`src/rtl/ambilight_pkg.sv`:
```
// Shared types and default timing for the ambilight WS2812 transmitter.
// The LED count follows the averaging stage: top edge plus both side edges.
package ambilight_pkg;

    typedef enum logic [2:0] {
        ST_IDLE  = 3'd0,
        ST_FETCH = 3'd1,
        ST_LOAD  = 3'd2,
        ST_SEND  = 3'd3,
        ST_LATCH = 3'd4
    } tx_state_e;

    localparam int NUM_H        = 8;
    localparam int NUM_V        = 6;
    localparam int DEF_NUM_LEDS = NUM_H + 2 * NUM_V;
    localparam int DEF_T0H      = 40;
    localparam int DEF_T1H      = 80;
    localparam int DEF_TBIT     = 125;
    localparam int DEF_TLATCH   = 5000;

    // WS2812 expects green first, so the {R,G,B} buffer word is reordered to {G,R,B}
    function automatic logic [23:0] grb_order(input logic [23:0] rgb);
        return {rgb[15:8], rgb[23:16], rgb[7:0]};
    endfunction

endpackage

```
`src/rtl/ambilight_led_tx_bit_timer.sv`:
```
// Single WS2812 bit waveform: high for T0H/T1H cycles, low for the rest of TBIT.
// A load on the cycle bit_done is high chains bits with no gap; otherwise it goes idle low.
module ws2812_bit_timer #(
    parameter int T0H  = 40,
    parameter int T1H  = 80,
    parameter int TBIT = 125
) (
    input  logic clk,
    input  logic rst_n,
    input  logic load,
    input  logic bit_val,
    output logic dout,
    output logic bit_done
);

    localparam int CW = $clog2(TBIT);

    logic [CW-1:0] cnt_r;
    logic [CW-1:0] hi_len_r;
    logic          active_r;
    logic          dout_r;

    // Bit-period counter and registered line level
    always_ff @(posedge clk or negedge rst_n) begin
        if (!rst_n) begin
            cnt_r    <= '0;
            hi_len_r <= '0;
            active_r <= 1'b0;
            dout_r   <= 1'b0;
        end else if (load) begin
            cnt_r    <= '0;
            hi_len_r <= bit_val ? CW'(T1H) : CW'(T0H);
            active_r <= 1'b1;
            dout_r   <= 1'b1;
        end else if (active_r) begin
            if (cnt_r == CW'(TBIT - 1)) begin
                cnt_r    <= '0;
                active_r <= 1'b0;
                dout_r   <= 1'b0;
            end else begin
                cnt_r  <= cnt_r + CW'(1);
                dout_r <= ((cnt_r + CW'(1)) < hi_len_r);
            end
        end else begin
            dout_r <= 1'b0;
        end
    end

    assign dout     = dout_r;
    assign bit_done = active_r && (cnt_r == CW'(TBIT - 1));

endmodule

```
`src/rtl/ambilight_led_tx.sv`:
```
// Streams one frame of NUM_LEDS colour words from the averaging buffer onto a WS2812 line.
// The next word is prefetched during bit 0 so LEDs follow each other without a gap.
module ambilight_led_tx
    import ambilight_pkg::*;
#(
    parameter int NUM_LEDS = DEF_NUM_LEDS,
    parameter int T0H      = DEF_T0H,
    parameter int T1H      = DEF_T1H,
    parameter int TBIT     = DEF_TBIT,
    parameter int TLATCH   = DEF_TLATCH
) (
    input  logic        clk,
    input  logic        rst_n,
    input  logic        start,
    output logic [7:0]  led_addr,
    output logic        rd_en,
    input  logic [23:0] led_rgb,
    output logic        dout,
    output logic        busy,
    output logic        done
);

    localparam int          LW       = $clog2(TLATCH);
    localparam logic [7:0]  LAST_LED = 8'(NUM_LEDS - 1);

    tx_state_e     state_r;
    tx_state_e     state_nxt_s;
    logic [23:0]   word_s;
    logic [23:0]   shift_r;
    logic [23:0]   next_word_r;
    logic [4:0]    bit_idx_r;
    logic [LW-1:0] latch_cnt_r;
    logic [7:0]    led_addr_r;
    logic          rd_en_r;
    logic          rd_d_r;
    logic          busy_r;
    logic          done_r;
    logic          pf_issued_r;
    logic          tmr_load_s;
    logic          tmr_bit_s;
    logic          bit_done_s;
    logic          last_bit_s;

    assign word_s     = grb_order(led_rgb);
    assign last_bit_s = bit_done_s && (bit_idx_r == 5'd0) && !pf_issued_r;

    ws2812_bit_timer #(
        .T0H  (T0H),
        .T1H  (T1H),
        .TBIT (TBIT)
    ) u_bit_timer (
        .clk      (clk),
        .rst_n    (rst_n),
        .load     (tmr_load_s),
        .bit_val  (tmr_bit_s),
        .dout     (dout),
        .bit_done (bit_done_s)
    );

    // State register
    always_ff @(posedge clk or negedge rst_n) begin
        if (!rst_n) begin
            state_r <= ST_IDLE;
        end else begin
            state_r <= state_nxt_s;
        end
    end

    // Next state and bit-timer load strobe
    always_comb begin
        state_nxt_s = state_r;
        tmr_load_s  = 1'b0;
        tmr_bit_s   = 1'b0;
        case (state_r)
            ST_IDLE: begin
                if (start) begin
                    state_nxt_s = ST_FETCH;
                end else begin
                    state_nxt_s = ST_IDLE;
                end
            end
            ST_FETCH: state_nxt_s = ST_LOAD;
            ST_LOAD: begin
                state_nxt_s = ST_SEND;
                tmr_load_s  = 1'b1;
                tmr_bit_s   = word_s[23];
            end
            ST_SEND: begin
                if (last_bit_s) begin
                    state_nxt_s = ST_LATCH;
                end else if (bit_done_s) begin
                    tmr_load_s = 1'b1;
                    tmr_bit_s  = (bit_idx_r != 5'd0) ? shift_r[22] : next_word_r[23];
                end else begin
                    state_nxt_s = ST_SEND;
                end
            end
            ST_LATCH: begin
                if (latch_cnt_r == LW'(TLATCH - 1)) begin
                    state_nxt_s = ST_IDLE;
                end else begin
                    state_nxt_s = ST_LATCH;
                end
            end
            default: state_nxt_s = ST_IDLE;
        endcase
    end

    // Datapath: word fetch/prefetch, shift register, latch timing and status flags
    always_ff @(posedge clk or negedge rst_n) begin
        if (!rst_n) begin
            led_addr_r  <= 8'd0;
            rd_en_r     <= 1'b0;
            rd_d_r      <= 1'b0;
            busy_r      <= 1'b0;
            done_r      <= 1'b0;
            shift_r     <= 24'd0;
            next_word_r <= 24'd0;
            bit_idx_r   <= 5'd0;
            latch_cnt_r <= '0;
            pf_issued_r <= 1'b0;
        end else begin
            rd_en_r <= 1'b0;
            done_r  <= 1'b0;
            rd_d_r  <= rd_en_r;
            case (state_r)
                ST_IDLE: begin
                    if (start) begin
                        led_addr_r  <= 8'd0;
                        rd_en_r     <= 1'b1;
                        busy_r      <= 1'b1;
                        pf_issued_r <= 1'b0;
                    end
                end
                ST_FETCH: begin
                    pf_issued_r <= 1'b0;
                end
                ST_LOAD: begin
                    shift_r   <= word_s;
                    bit_idx_r <= 5'd23;
                end
                ST_SEND: begin
                    if (rd_d_r) begin
                        next_word_r <= word_s;
                    end
                    if (bit_done_s) begin
                        if (bit_idx_r != 5'd0) begin
                            shift_r   <= {shift_r[22:0], 1'b0};
                            bit_idx_r <= bit_idx_r - 5'd1;
                        end else if (pf_issued_r) begin
                            shift_r     <= next_word_r;
                            bit_idx_r   <= 5'd23;
                            pf_issued_r <= 1'b0;
                        end else begin
                            latch_cnt_r <= '0;
                        end
                    end else if ((bit_idx_r == 5'd0) && !pf_issued_r && (led_addr_r != LAST_LED)) begin
                        rd_en_r     <= 1'b1;
                        led_addr_r  <= led_addr_r + 8'd1;
                        pf_issued_r <= 1'b1;
                    end
                end
                ST_LATCH: begin
                    latch_cnt_r <= latch_cnt_r + LW'(1);
                    if (latch_cnt_r == LW'(TLATCH - 2)) begin
                        done_r <= 1'b1;
                    end
                    if (latch_cnt_r == LW'(TLATCH - 1)) begin
                        busy_r <= 1'b0;
                    end
                end
                default: begin
                    busy_r <= 1'b0;
                end
            endcase
        end
    end

    assign led_addr = led_addr_r;
    assign rd_en    = rd_en_r;
    assign busy     = busy_r;
    assign done     = done_r;

endmodule

```
`config.mk`:
```
export PLATFORM = sky130hd
export DESIGN_NAME = ambilight_led_tx
export DESIGN_NICKNAME = d
export VERILOG_FILES = /design/src/rtl/ambilight_pkg.sv /design/src/rtl/ambilight_led_tx_bit_timer.sv /design/src/rtl/ambilight_led_tx.sv
export SDC_FILE = /design/constraint.sdc
export NUM_CORES = 1
export LEC_CHECK = 0
export ABC_CLOCK_PERIOD_IN_PS = 4300
export CORE_ASPECT_RATIO = 1.75
export CORE_MARGIN = 4
export CORE_UTILIZATION = 62
export CTS_CLUSTER_DIAMETER = 200
export DETAILED_ROUTE_END_ITERATION = 10
export PLACE_DENSITY = 0.85
export SLEW_MARGIN = 20
export SYNTH_ARGS = -nofsm -noshare
export SYNTH_HDL_FRONTEND = slang
export SYNTH_SLANG_ARGS = --single-unit
```
`constraint.sdc`:
```
create_clock -name clk -period 4.3 [get_ports clk]
set_clock_uncertainty 0.15 [all_clocks]
set_input_delay 0.86 -clock clk [delete_from_list [all_inputs] [get_ports clk]]
set_output_delay 0.86 -clock clk [all_outputs]
set_load 0.05 [all_outputs]
```
==> impl_metrics.tcl, run 1 <==
set metrics [dict create \
    wl_per_cell_um 16.7 \
    vias 3658 \
    gp_congestion 0.876 \
    synth-main-ff-cell "dfrtp_1" \
    rsz0062_at_grt "no" \
    synth_area_mm2 0.00463 \
    place_inst 572 \
    leakage_nw 2.37 \
    vdd_drop_max_mv 0.437 \
    start_util_pct 64.1 \
    tightest_slew_ns 1.05 \
    cts_buffers 9 \
    num_io_pins 39 \
    finalCritPeriodShare_pct 62.3 \
    drive_gt1_share_pct 11.8 \
    rows 41 \
    track_usage_pct 24.6 \
    synthesis.nets 503 \
    outcome "finished clean" \
    synth_cell_types 50 \
    clockRootBuffer "clkbuf_16" \
    grt_antenna_before_repair 0 \
    clk_pin_slew_ns 0.07 \
    critPathKind "register to register" \
    cp.required_ns 4.44 \
    setup_viol 0 \
    final_common_cell "dfrtp_1" \
    grt_pass1_wl_um 16800 \
    drc 0 \
    via_per_inst 6.22 \
    fin_crit_ns 2.68 \
    ys_warn_count 0 \
    htreeDepth 3 \
    die_h_um 122 \
    num-fill-cells 518 \
    grt_overflow 0 \
    max_freq_mhz 373 \
    final_util_pct 74.3 \
    cts_tree "yes" \
    slew_headroom_pct 29.7 \
    worstSkewPairLatency_ns 0.35 \
    first_pass_iters 5 \
    area_growth_pct 16.0 \
    fin_setup_tns_ns 0 \
    numPortBuffers 38 \
    cts_resized 0 \
    antenna_left 0 \
    arrival_ns 2.82 \
    ys_ff_latch 92 \
    hold_buffers 0 \
    startpoint_type "register" \
    final_cells 588 \
    grt_pass1_vias 3780 \
    hold_violations 0 \
    coreArea_mm2 0.00723 \
    wirelength_um 9810 \
    post-cts-setup-buffers 0 \
    cts.path.max_buffers 2 \
    grt_max_degree 68 \
    end_kind "register" \
    layout.nets 534 \
    hold_path_class "register to register" \
    synth_edf_count 0 \
    drv_cap 0 \
    final_cell_mix "dfrtp_1 (92), nand2_1 (62), nor2_1 (50)" \
    synthArstFlopShare_pct 100 \
    crit_fanout 25 \
    cts_sinks 92 \
    synthCells 466 \
    drt_iter0_drc 207 \
    die_w_um 73.4 \
    die_area_mm2 0.00898 \
    diodes 0 \
    hpwl_um 6650 \
    powerDensity_mw_per_mm2 333 \
    synth-seq-area-share_pct 49.7 \
    slew_viol_final 0 \
    avgSynthCellArea_um2 9.95 \
]
[cells in the mapped netlist, drive strengths merged (4+ instances only)]
library cell  number  area share, %
nor2              50            4.0
and3               7           0.94
ha                10            2.7
a21o              21            3.4
nand2             62            5.0
inv               12           0.97
dfrtp             92             50
nor3               6           0.89
clkbuf            16            1.3
a31oi              5           0.67
nand3b             4           0.65
xor2               9            1.7
xnor2              9            1.7
nand3             23            2.7
mux2              25            6.1
buf                9            1.2
a21oi             18            1.9
nor2b              5           0.67
a311oi            20            3.8
o21ai             14            1.5
nand4             14            1.9
[through the flow]
stage                     worst slack, ns  total power, mW  cell area (µm²)  hold slack (ns)
after floorplan                      1.98            0.944             4630            0.289
after global routing                 1.51             1.86             5370            0.252
after detailed placement             1.65            0.998             5070            0.220
after CTS                            1.62             1.81             5370            0.231
after global placement               1.71            0.994             5070            0.209
final                                1.62             1.79             5370            0.231
[layer usage]
| metal | vias up | GRT usage, % | routed length [µm] |
|---|---|---|---|
| li1 | 1732 | - | - |
| met1 | 1812 | 26.0 | 3760 |
| met2 | 87 | 43.0 | 5380 |
| met3 | 27 | 6.31 | 335 |
| met4 | 0 | 14.4 | 330 |
| met5 | - | 0 | 0 |
[where the power goes]
| group | switching (mW) | internal (mW) |
|---|---|---|
| clock | 0.340 | 0.470 |
| combinational | 0.0376 | 0.0415 |
| sequential | 0.0128 | 0.889 |
| total | 0.391 | 1.40 |
[worst paths after layout]
| check | from | endpoint | slack, ns | depth (start not counted) |
|---|---|---|---|---|
| hold / removal | rd_en | rd_d_r | 0.23 | 0 |
| setup / recovery | bit_idx_r[0] | led_addr[3] | 1.62 | 8 |
| max in group asynchronous | rst_n | shift_r[18] | 2.67 | 2 |
| min in group asynchronous | rst_n | done | 0.48 | 1 |
| setup reg to reg | bit_idx_r[0] | led_addr[3] | 1.62 | 8 |
| hold reg to reg | rd_en | rd_d_r | 0.23 | 0 |
[state kept, by name, indices dropped and copies added, names as in the netlist]
register	count
pf_issued_r	1
rd_en	1
led_addr	8
busy	1
bit_idx_r	5
rd_d_r	1
u_bit_timer.active_r	1
state_r	3
latch_cnt_r	13
u_bit_timer.dout	1
u_bit_timer.hi_len_r	2
shift_r	23
next_word_r	24
u_bit_timer.cnt_r	7
done	1
[logic make-up (layout without fill, tap and decap cells)]
| logic type | after synthesis | count (layout) | share of synthesized area [%] |
|---|---|---|---|
| adders and majority gates | 10 | 10 | 2.70 |
| xor gates and xnor gates | 18 | 18 | 3.40 |
| AOI/OAI and AO/OA | 89 | 89 | 13.6 |
| DFF | 92 | 92 | 49.7 |
| and+or+nand+nor | 193 | 193 | 20.7 |
| muxes | 27 | 27 | 6.51 |
| buffers and inverters | 37 | 73 | 3.46 |
[layout make-up]
cell class              count  area, µm²  area share [%]
clock inverters             6       68.8            1.28
flip-flops and latches     92       2300            42.8
clock buffers              10        239            4.45
inverters                  12       45.0           0.838
repair buffers             45        430            8.01
well taps                  86        108            2.00
multi-input cells         337       2180            40.6
[worst max-delay path: stages, from the launching register on]
cell	delay [ns]
dfrtp_1	0.41
inv_1	0.09
ha_1	0.16
or4b_1	0.51
buf_4	0.27
nor3_4	0.25
nand3_2	0.18
or4_1	0.51
nand2_1	0.08
(Power assumes the default switching activity.)
==> inputs of run 2 (changes only) <==
--- a/config.mk
+++ b/config.mk
@@ -5,13 +5,13 @@
 export SDC_FILE = /design/constraint.sdc
 export NUM_CORES = 1
 export LEC_CHECK = 0
-export ABC_CLOCK_PERIOD_IN_PS = 4300
+export ABC_CLOCK_PERIOD_IN_PS = 2500
 export CORE_ASPECT_RATIO = 1.75
 export CORE_MARGIN = 4
-export CORE_UTILIZATION = 62
+export CORE_UTILIZATION = 58
 export CTS_CLUSTER_DIAMETER = 200
 export DETAILED_ROUTE_END_ITERATION = 10
-export PLACE_DENSITY = 0.85
+export PLACE_DENSITY = 0.8
 export SLEW_MARGIN = 20
 export SYNTH_ARGS = -nofsm -noshare
 export SYNTH_HDL_FRONTEND = slang
==> constraint.sdc (replaced) <==
create_clock -name clk -period 2.5 [get_ports clk]
set_clock_uncertainty 0.15 [all_clocks]
set_input_delay 0.5 -clock clk [delete_from_list [all_inputs] [get_ports clk]]
set_output_delay 0.5 -clock clk [all_outputs]
set_load 0.05 [all_outputs]
==> run 2 against run 1 <==
Effect of this change: combinational power grew 78%; worst hold slack gained 0.022 ns; utilization shrank 1.8 points; register-to-register slack lost 1.5 ns; critical path depth is the same; sequential power grew 72%; clock power grew 81%; cell area grew 3.5%.
==> impl_metrics.tcl, run 2 (synthesis results as in run 1) <==
set metrics [dict create \
    outcome "finished clean" \
    max_freq_mhz 418 \
    path_buf_inv 2 \
    startpoint_type "register" \
    cts.path.max_buffers 2 \
    hpwl_um 6950 \
    seq_power_share_pct 49.0 \
    clockRootBuffer "clkbuf_16" \
    numPortBuffers 38 \
    drive_gt1_share_pct 14.1 \
    hold_path_class "register to register" \
    setup_viol 0 \
    area_growth_pct 20.1 \
    tightest_slew_ns 0.511 \
    die_h_um 126 \
    wl_per_cell_um 16.7 \
    cts_tree "yes" \
    cp.required_ns 2.64 \
    cts_sinks 92 \
    hold_violations 0 \
    num_io_pins 39 \
    diodes 0 \
    multi_input_area_mm2 0.00219 \
    grt_pass1_vias 3837 \
    gp_congestion 0.882 \
    first_pass_iters 4 \
    leakage_nw 2.48 \
    grt_antenna_before_repair 0 \
    final_util_pct 72.5 \
    register_area_mm2 0.00230 \
    pwr-share-clk_pct 46.6 \
    grt_overflow 0 \
    post-cts-setup-buffers 0 \
    holdWs_ns 0.253 \
    final_common_cell "dfrtp_1" \
    grt_max_degree 53 \
    die_area_mm2 0.00954 \
    rows 42 \
    powerDensity_mw_per_mm2 569 \
    largest_reg_flops 24 \
    fin_setup_tns_ns 0 \
    combPwrFrac_pct 4.4 \
    drc 0 \
    wirelength_um 10100 \
    clk_pin_slew_ns 0.06 \
    die_w_um 75.6 \
    layout.nets 549 \
    htreeDepth 3 \
    coreArea_mm2 0.00767 \
    crit_slowest_cell "or4b_1" \
    rsz0062_at_grt "no" \
    critPathKind "register to register" \
    finalCritPeriodShare_pct 95.6 \
    crit_family "simple AND/OR/NAND/NOR gates" \
    cpPeakStageDelay_ns 0.53 \
    start_util_pct 60.4 \
    vias 3673 \
    p_int_mw 2.53 \
    fin_crit_ns 2.39 \
    reg_top3 "next_word_r x24, shift_r x23, latch_cnt_r x13" \
    num-fill-cells 546 \
    antenna_left 0 \
    slew_headroom_pct 65.8 \
    track_usage_pct 23.6 \
    via_per_inst 6.08 \
    cp_cell_sequence "inv_1, ha_1, or4b_1, buf_4, nor3_4, nand3_2, or4_1, nand2_1" \
    cts_buffers 9 \
    final_cell_mix "dfrtp_1 (92), nand2_1 (62), nor2_1 (50)" \
    sw_frac_of_total_pct 20.2 \
    worstSkewPairLatency_ns 0.34 \
    crit_fanout 4 \
    p_sw_mw 0.638 \
    drv_cap 0 \
    largest_register "next_word_r" \
    slew_viol_final 0 \
    drt_iter0_drc 210 \
    end_kind "register" \
    vdd_drop_max_mv 0.557 \
    arrival_ns 2.53 \
    grt_pass1_wl_um 17400 \
]
## run 2: cell types whose count changed in the layout (fill, tap and decap cells not counted), sizes merged
cell | previous run | this run
clkinv | 2 | 1
buf | 8 | 22
dlygate4sd3 | 0 | 1
bufinv | 1 | 2
clkbuf | 10 | 11
inv | 14 | 12
## run 2: worst register-to-register path, stage by stage, from the launching register on
cell     delay, ns
dfrtp_1       0.40
inv_1         0.09
ha_1          0.16
or4b_1        0.53
buf_4         0.19
nor3_4        0.18
nand3_2       0.09
or4_1         0.46
nand2_1       0.07
## run 2: metrics by stage
stage | std cells | setup WS, ns | total power, mW | instance area (µm²)
after floorplan | 466 | 0.178 | 1.62 | 4630
after global placement | 588 | 0.143 | 1.71 | 5220
after detailed placement | 588 | 0.0897 | 1.72 | 5220
after CTS | 604 | 0.0648 | 3.19 | 5560
after global routing | 604 | 0.0195 | 3.28 | 5560
final | 604 | 0.110 | 3.17 | 5560
## run 2: path summary, 6_finish.rpt
path / start / to / slack, ns / cells past startpoint
hold reg to reg: rd_en / rd_d_r / 0.25 / 0
max in group asynchronous: rst_n / next_word_r[17] / 1.19 / 3
min in group asynchronous: rst_n / led_addr[3] / 0.37 / 2
setup reg to reg: bit_idx_r[0] / led_addr[3] / 0.11 / 8
setup / recovery: bit_idx_r[0] / led_addr[3] / 0.11 / 8
hold / removal: rd_en / rd_d_r / 0.25 / 0
## run 2: power groups by stage
stage               combinational, mW  clock, mW  sequential (mW)
detailed placement              0.142          0             1.58
CTS                             0.144       1.50             1.55
floorplan                      0.0457          0             1.58
finish                          0.141       1.47             1.55
global route                    0.158       1.56             1.56
global placement                0.137          0             1.58
## run 2: metal layers
metal / global-route usage, % / vias up / wire length, µm
li1: - / 1754 / -
met1: 26.2 / 1832 / 3990
met2: 42.1 / 62 / 5560
met3: 5.34 / 25 / 305
met4: 8.65 / 0 / 227
met5: 0 / - / 0
## run 2: final cells by class
| cell class | instances | area share, % |
|---|---|---|
| sequential | 92 | 41.4 |
| multi-input combinational | 337 | 39.3 |
| timing repair buffer | 60 | 10.7 |
| clock buffer | 11 | 4.54 |
| tap | 88 | 1.98 |
| clock inverter | 4 | 1.30 |
| inverter | 12 | 0.810 |
## run 2: repair_timing
item | in CTS | in global routing
endpoints found under the setup margin | 0 | 1
hold buffers | 1 | 0
endpoints found under the hold margin | 7 | 0
gates resized for setup | 0 | 1
==> variant 1 (flow settings as in run 2) <==
Set the package constant `DEF_TLATCH` to 1250 (it was 5000).
--- a/src/rtl/ambilight_pkg.sv
+++ b/src/rtl/ambilight_pkg.sv
@@ -18,3 +18,3 @@
     localparam int DEF_TBIT     = 125;
-    localparam int DEF_TLATCH   = 5000;
+    localparam int DEF_TLATCH   = 1250;
 
Behaviour: no difference found for any inputs over 10 cycles, from zero or initial values and one cycle with rst_n low; that may be too few to reach the edited logic, so the function may still have changed.
==> variant 1 against run 2 <==
Critical path depth decreased by 1. Area after synthesis grew 3.4%. Combinational power grew 33%. Total power down 2.9%. Setup slack improved by 0.026 ns. Routed wire length rose by 4.0%. Design area increased by 1.2%. Sequential cell count shrank 2. Worst hold slack lost 0.22 ns. Clock power shrank 7%.
==> variant 1: results (changes against run 2) <==
| Metric | Value |
|---|---|
| Share of layout cells above drive strength 1 | `18.38% (+4.2 points)` |
| Arr. time, crit path | `2.43 ns (-0.10 ns)` |
| Buffers excl. clock | `57 (-5.0%)` |
| Post-DP HPWL | `7348 um (+5.7%)` |
| DR WL/cell | `17.29 um (+3.5%)` |
| Non-clock buffer share of cell area | `9.909% (-0.79 points)` |
| Seq_cells | `90 (-2.2%)` |
| Syn Area/Cell | `10.09 um2 (+1.4%)` |
| Largest net degree at the start of global routing | `50 (-5.7%)` |
| Worst-path fanout max | `12 (+8)` |
| Total length of routed met2 wires | `5555 um (-0.16%)` |
| Crit path capture | `shift_r[4]` |
| Pwr per Cell Area | `546.2 nW/um2 (-4.0%)` |
| Fmax | `423.1 MHz (+1.1%)` |
| Status | `finished, final reports clean` |
| Via Count | `3,697 (+0.65%)` |
| Sequential area share after synthesis | `47.00% (-2.7 points)` |
| Clock network area share | `5.421% (-0.43 points)` |
| Hold Crit Class | `in -> async` |
| Synth top area share | `47.00% (-2.7 points)` |
| Initial DRC Count | `291 (+39%)` |
| Vias in the first global route | `3,899 (+1.6%)` |
| Switching Share | `21.11% (+0.96 points)` |
| Maximum VDD drop | `0.0005382 V (-3.4%)` |
| Area contributors post-synth | `dfrtp_1 47%, mux2_2 6.6%, mux2_4 6.0%` |
| Non-clock inverters | `15 (+3)` |
| R2R cell count | `7 (-1)` |
| Met3 GRT Util | `4.430% (-0.91 points)` |
| Combinational power share | `6.1% (+1.7 points)` |
| Sequential share of power | `49.7% (+0.7 points)` |
| Dpl ws | `0.1730 ns (+0.08332 ns)` |
| Top Registers | `next_word_r: 24 flops, shift_r: 23 flops, latch_cnt_r: 11 flops` |
| LEAKAGE | `2.487 nW (+0.47%)` |
| Placed Cells incl. Taps | `591 (+0.51%)` |
| Commonest cells post-synth | `90 x dfrtp_1, 68 x nand2_1, 45 x nor2_1` |
| Metal-1 WL | `4197 um (+5.2%)` |
| Met2 Use GR | `40.60% (-1.5 points)` |
| GR Util met1 | `26.46% (+0.26 points)` |
| Filler instances | `611 (+12%)` |
| GRT Total Usage | `23.13% (-0.44 points)` |
| Syn Nets | `513 (+2.0%)` |
| Met3 wire length | `441 um (+45%)` |
| Reg2Reg Setup Slack | `0.14 ns (+0.03 ns)` |
| Worst Max-Slew Pin Slew | `0.6343 ns (+0.1229 ns)` |
| Routability cong. | `0.9154 (+3.8%)` |
| Netlist cell types | `48 (-4.0%)` |
| First-pass GRT wire length | `18,200 um (+4.6%)` |
## variant 1: cell count changes in the layout (fill, tap and decap cells not counted), moves of 4 or more
cell / before / now
a31oi_1: 5 / 25
nand2b_1: 1 / 6
or4_1: 1 / 5
a21o_1: 21 / 0
a311oi_1: 20 / 0
nand2_1: 62 / 68
o21ai_0: 14 / 10
o31ai_1: 0 / 6
nor2b_1: 5 / 0
xor2_1: 9 / 4
a21oi_1: 18 / 10
mux2_4: 0 / 19
mux2i_1: 2 / 9
nor2_1: 50 / 45
## variant 1: logic make-up after synthesis
| logic type | synth area share (%) |
|---|---|
| buffers and inverters | 4.308 |
| AOI/OAI and AO/OA | 9.478 |
| DFF | 47.00 |
| xor gates and xnor gates | 2.376 |
| and+or+nand+nor | 19.56 |
| muxes | 14.41 |
| adders and majority gates | 2.872 |
## variant 1: metrics by stage
stage	hold WS [ns]	instance area, um2
after floorplan	0.05441	4792
after global placement	0.2077	5326
after detailed placement	0.2124	5326
after CTS	0.05684	5632
after global routing	0.08028	5632
final	0.03126	5632
==> variant 2 (flow settings as in run 2) <==
Without the edit above. Encoding of `tx_state_e`: now one-hot (5 bits for 5 states).
--- a/src/rtl/ambilight_pkg.sv
+++ b/src/rtl/ambilight_pkg.sv
@@ -4,8 +4,8 @@
 
-    typedef enum logic [2:0] {
-        ST_IDLE  = 3'd0,
-        ST_FETCH = 3'd1,
-        ST_LOAD  = 3'd2,
-        ST_SEND  = 3'd3,
-        ST_LATCH = 3'd4
+    typedef enum logic [4:0] {
+        ST_IDLE  = 5'b00001,
+        ST_FETCH = 5'b00010,
+        ST_LOAD  = 5'b00100,
+        ST_SEND  = 5'b01000,
+        ST_LATCH = 5'b10000
     } tx_state_e;
Function: no difference found for any inputs over 10 cycles, from zero or initial values and one cycle with rst_n low; not proved beyond that.
==> variant 2 against run 2 <==
Routed wire length is 4.9% higher. Sequential cell count grew 2. Count of clock-buffer cells in the layout is 2 lower. Die area is 0.62% higher. Area after synthesis up 0.67%. Setup slack got worse by 0.038 ns. Design area increased by 1.8%.
Power is not compared: it rests on default switching activity, and its combinational part moved more than twofold at a synthesized area within 25%.
==> variant 2: results (changes against run 2) <==
| Metric | Value |
|---|---|
| Adder-Cell Fraction of Synth Area | `2.682% (-0.018 points)` |
| Total length of routed met2 wires | `5770 um (+3.7%)` |
| Post-DP HPWL | `7309 um (+5.1%)` |
| Worst Max-Slew Pin Slew | `0.5520 ns (+0.04053 ns)` |
| Placed inst area | `5281 um2 (+1.1%)` |
| Final Non-Filler Cells | `655 (+8.4%)` |
| Vias in the first global route | `3,956 (+3.1%)` |
| Filler instances | `580 (+6.2%)` |
| Initial DRC Count | `233 (+11%)` |
| Crit path max-delay cell type | `or4_1` |
| TritonRoute pass-1 iters | `4 (unchanged)` |
| Largest net degree at the start of global routing | `48 (-9.4%)` |
| Maximum VDD drop | `0.0006815 V` |
| Netlist cell types | `46 (-8.0%)` |
| Status | `finished, final reports clean` |
| Met3 wire length | `432 um (+42%)` |
| GRT Total Usage | `23.89% (+0.31 points)` |
| XOR/XNOR Fraction of Synth Area | `1.314% (-2.1 points)` |
| Post-synthesis mux area share | `6.248% (-0.26 points)` |
| Sequential area share after synthesis | `50.44% (+0.77 points)` |
| Syn Nets | `544 (+8.2%)` |
| Net count reported at finish | `597 (+8.7%)` |
| Area contributors post-synth | `dfrtp_1 50%, nand2_1 6.7%, a21oi_1 6.5%` |
| Placed Cells incl. Taps | `632 (+7.5%)` |
| Yosys Warn Count | `0 (unchanged)` |
| Vias per Instance | `6.027 (-0.88%)` |
| Post-synthesis compound-gate area fraction | `16.25% (+2.6 points)` |
| Arr. time, crit path | `2.54 ns (about the same)` |
| Metal-1 WL | `4053 um (+1.6%)` |
| First-pass GRT wire length | `17,810 um (+2.4%)` |
| Share of layout cells above drive strength 1 | `15.22% (+1.1 points)` |
| Max clock buf depth | `2 (unchanged)` |
| Worst-path fanout max | `6 (+2)` |
| Total wire length | `10,580 um (+4.9%)` |
| Routability cong. | `0.9091 (+3.1%)` |
| Post-Synthesis Cells | `507 (+8.8%)` |
| Commonest cells post-synth | `93 x dfrtp_1, 83 x nand2_1, 61 x a21oi_1` |
| Dpl ws | `0.02179 ns (-0.06792 ns)` |
[variant 2: cell types whose count changed after synthesis, moves of 5 or more]
cell and change:
nor2_1 -19, o31ai_1 +7, xnor2_1 -7, a21o_1 -20, clkbuf_1 +5, nand4_1 -8, a311oi_1 -20, o21ai_0 +37
a21oi_1 +43, nand2_1 +21
[variant 2: final cells by class]
type | count | area [um2] | share of cell area (%)
Tap cell | 90 | 112.6 | 1.989
Inverter | 12 | 45.04 | 0.7954
Timing Repair Buffer | 69 | 641.9 | 11.33
Clock buffer | 9 | 225.2 | 3.977
Clock inverter | 7 | 73.82 | 1.304
Multi-Input combinational cell | 374 | 2211 | 39.04
Sequential cell | 94 | 2354 | 41.56
[variant 2: metal layers]
metal,vias to the layer above,global-route usage (%)
met2,107,40.45
met4,0,11.84
met3,30,3.965
met1,1919,28.17
met5,-,0
li1,1892,-
[variant 2: timing repair]
action	CTS	global route
setup endpoints to repair	0	7
gates resized for setup	0	8
endpoints found under the hold margin	1	0
setup buffers	0	6
hold buffers	1	0
[variant 2: worst paths after layout]
kind,slack (ns),startpoint,end,depth (start not counted)
max in group asynchronous,1.05,rst_n,next_word_r[17],3
min reg2reg,0.23,rd_en,rd_d_r,0
max reg2reg,0.07,bit_idx_r[0],led_addr[7],7
min,0.23,rd_en,rd_d_r,0
max,0.07,bit_idx_r[0],led_addr[7],7
min in group asynchronous,0.53,rst_n,latch_cnt_r[0],2
[variant 2: power breakdown]
part / switching [W] / leakage (nW) / internal [W]
combinational: 0.000746 / 1.16 / 0.000613
sequential: 0.000340 / 1.16 / 0.00204
clock: 0.000592 / 0.146 / 0.000778
total: 0.00168 / 2.47 / 0.00343
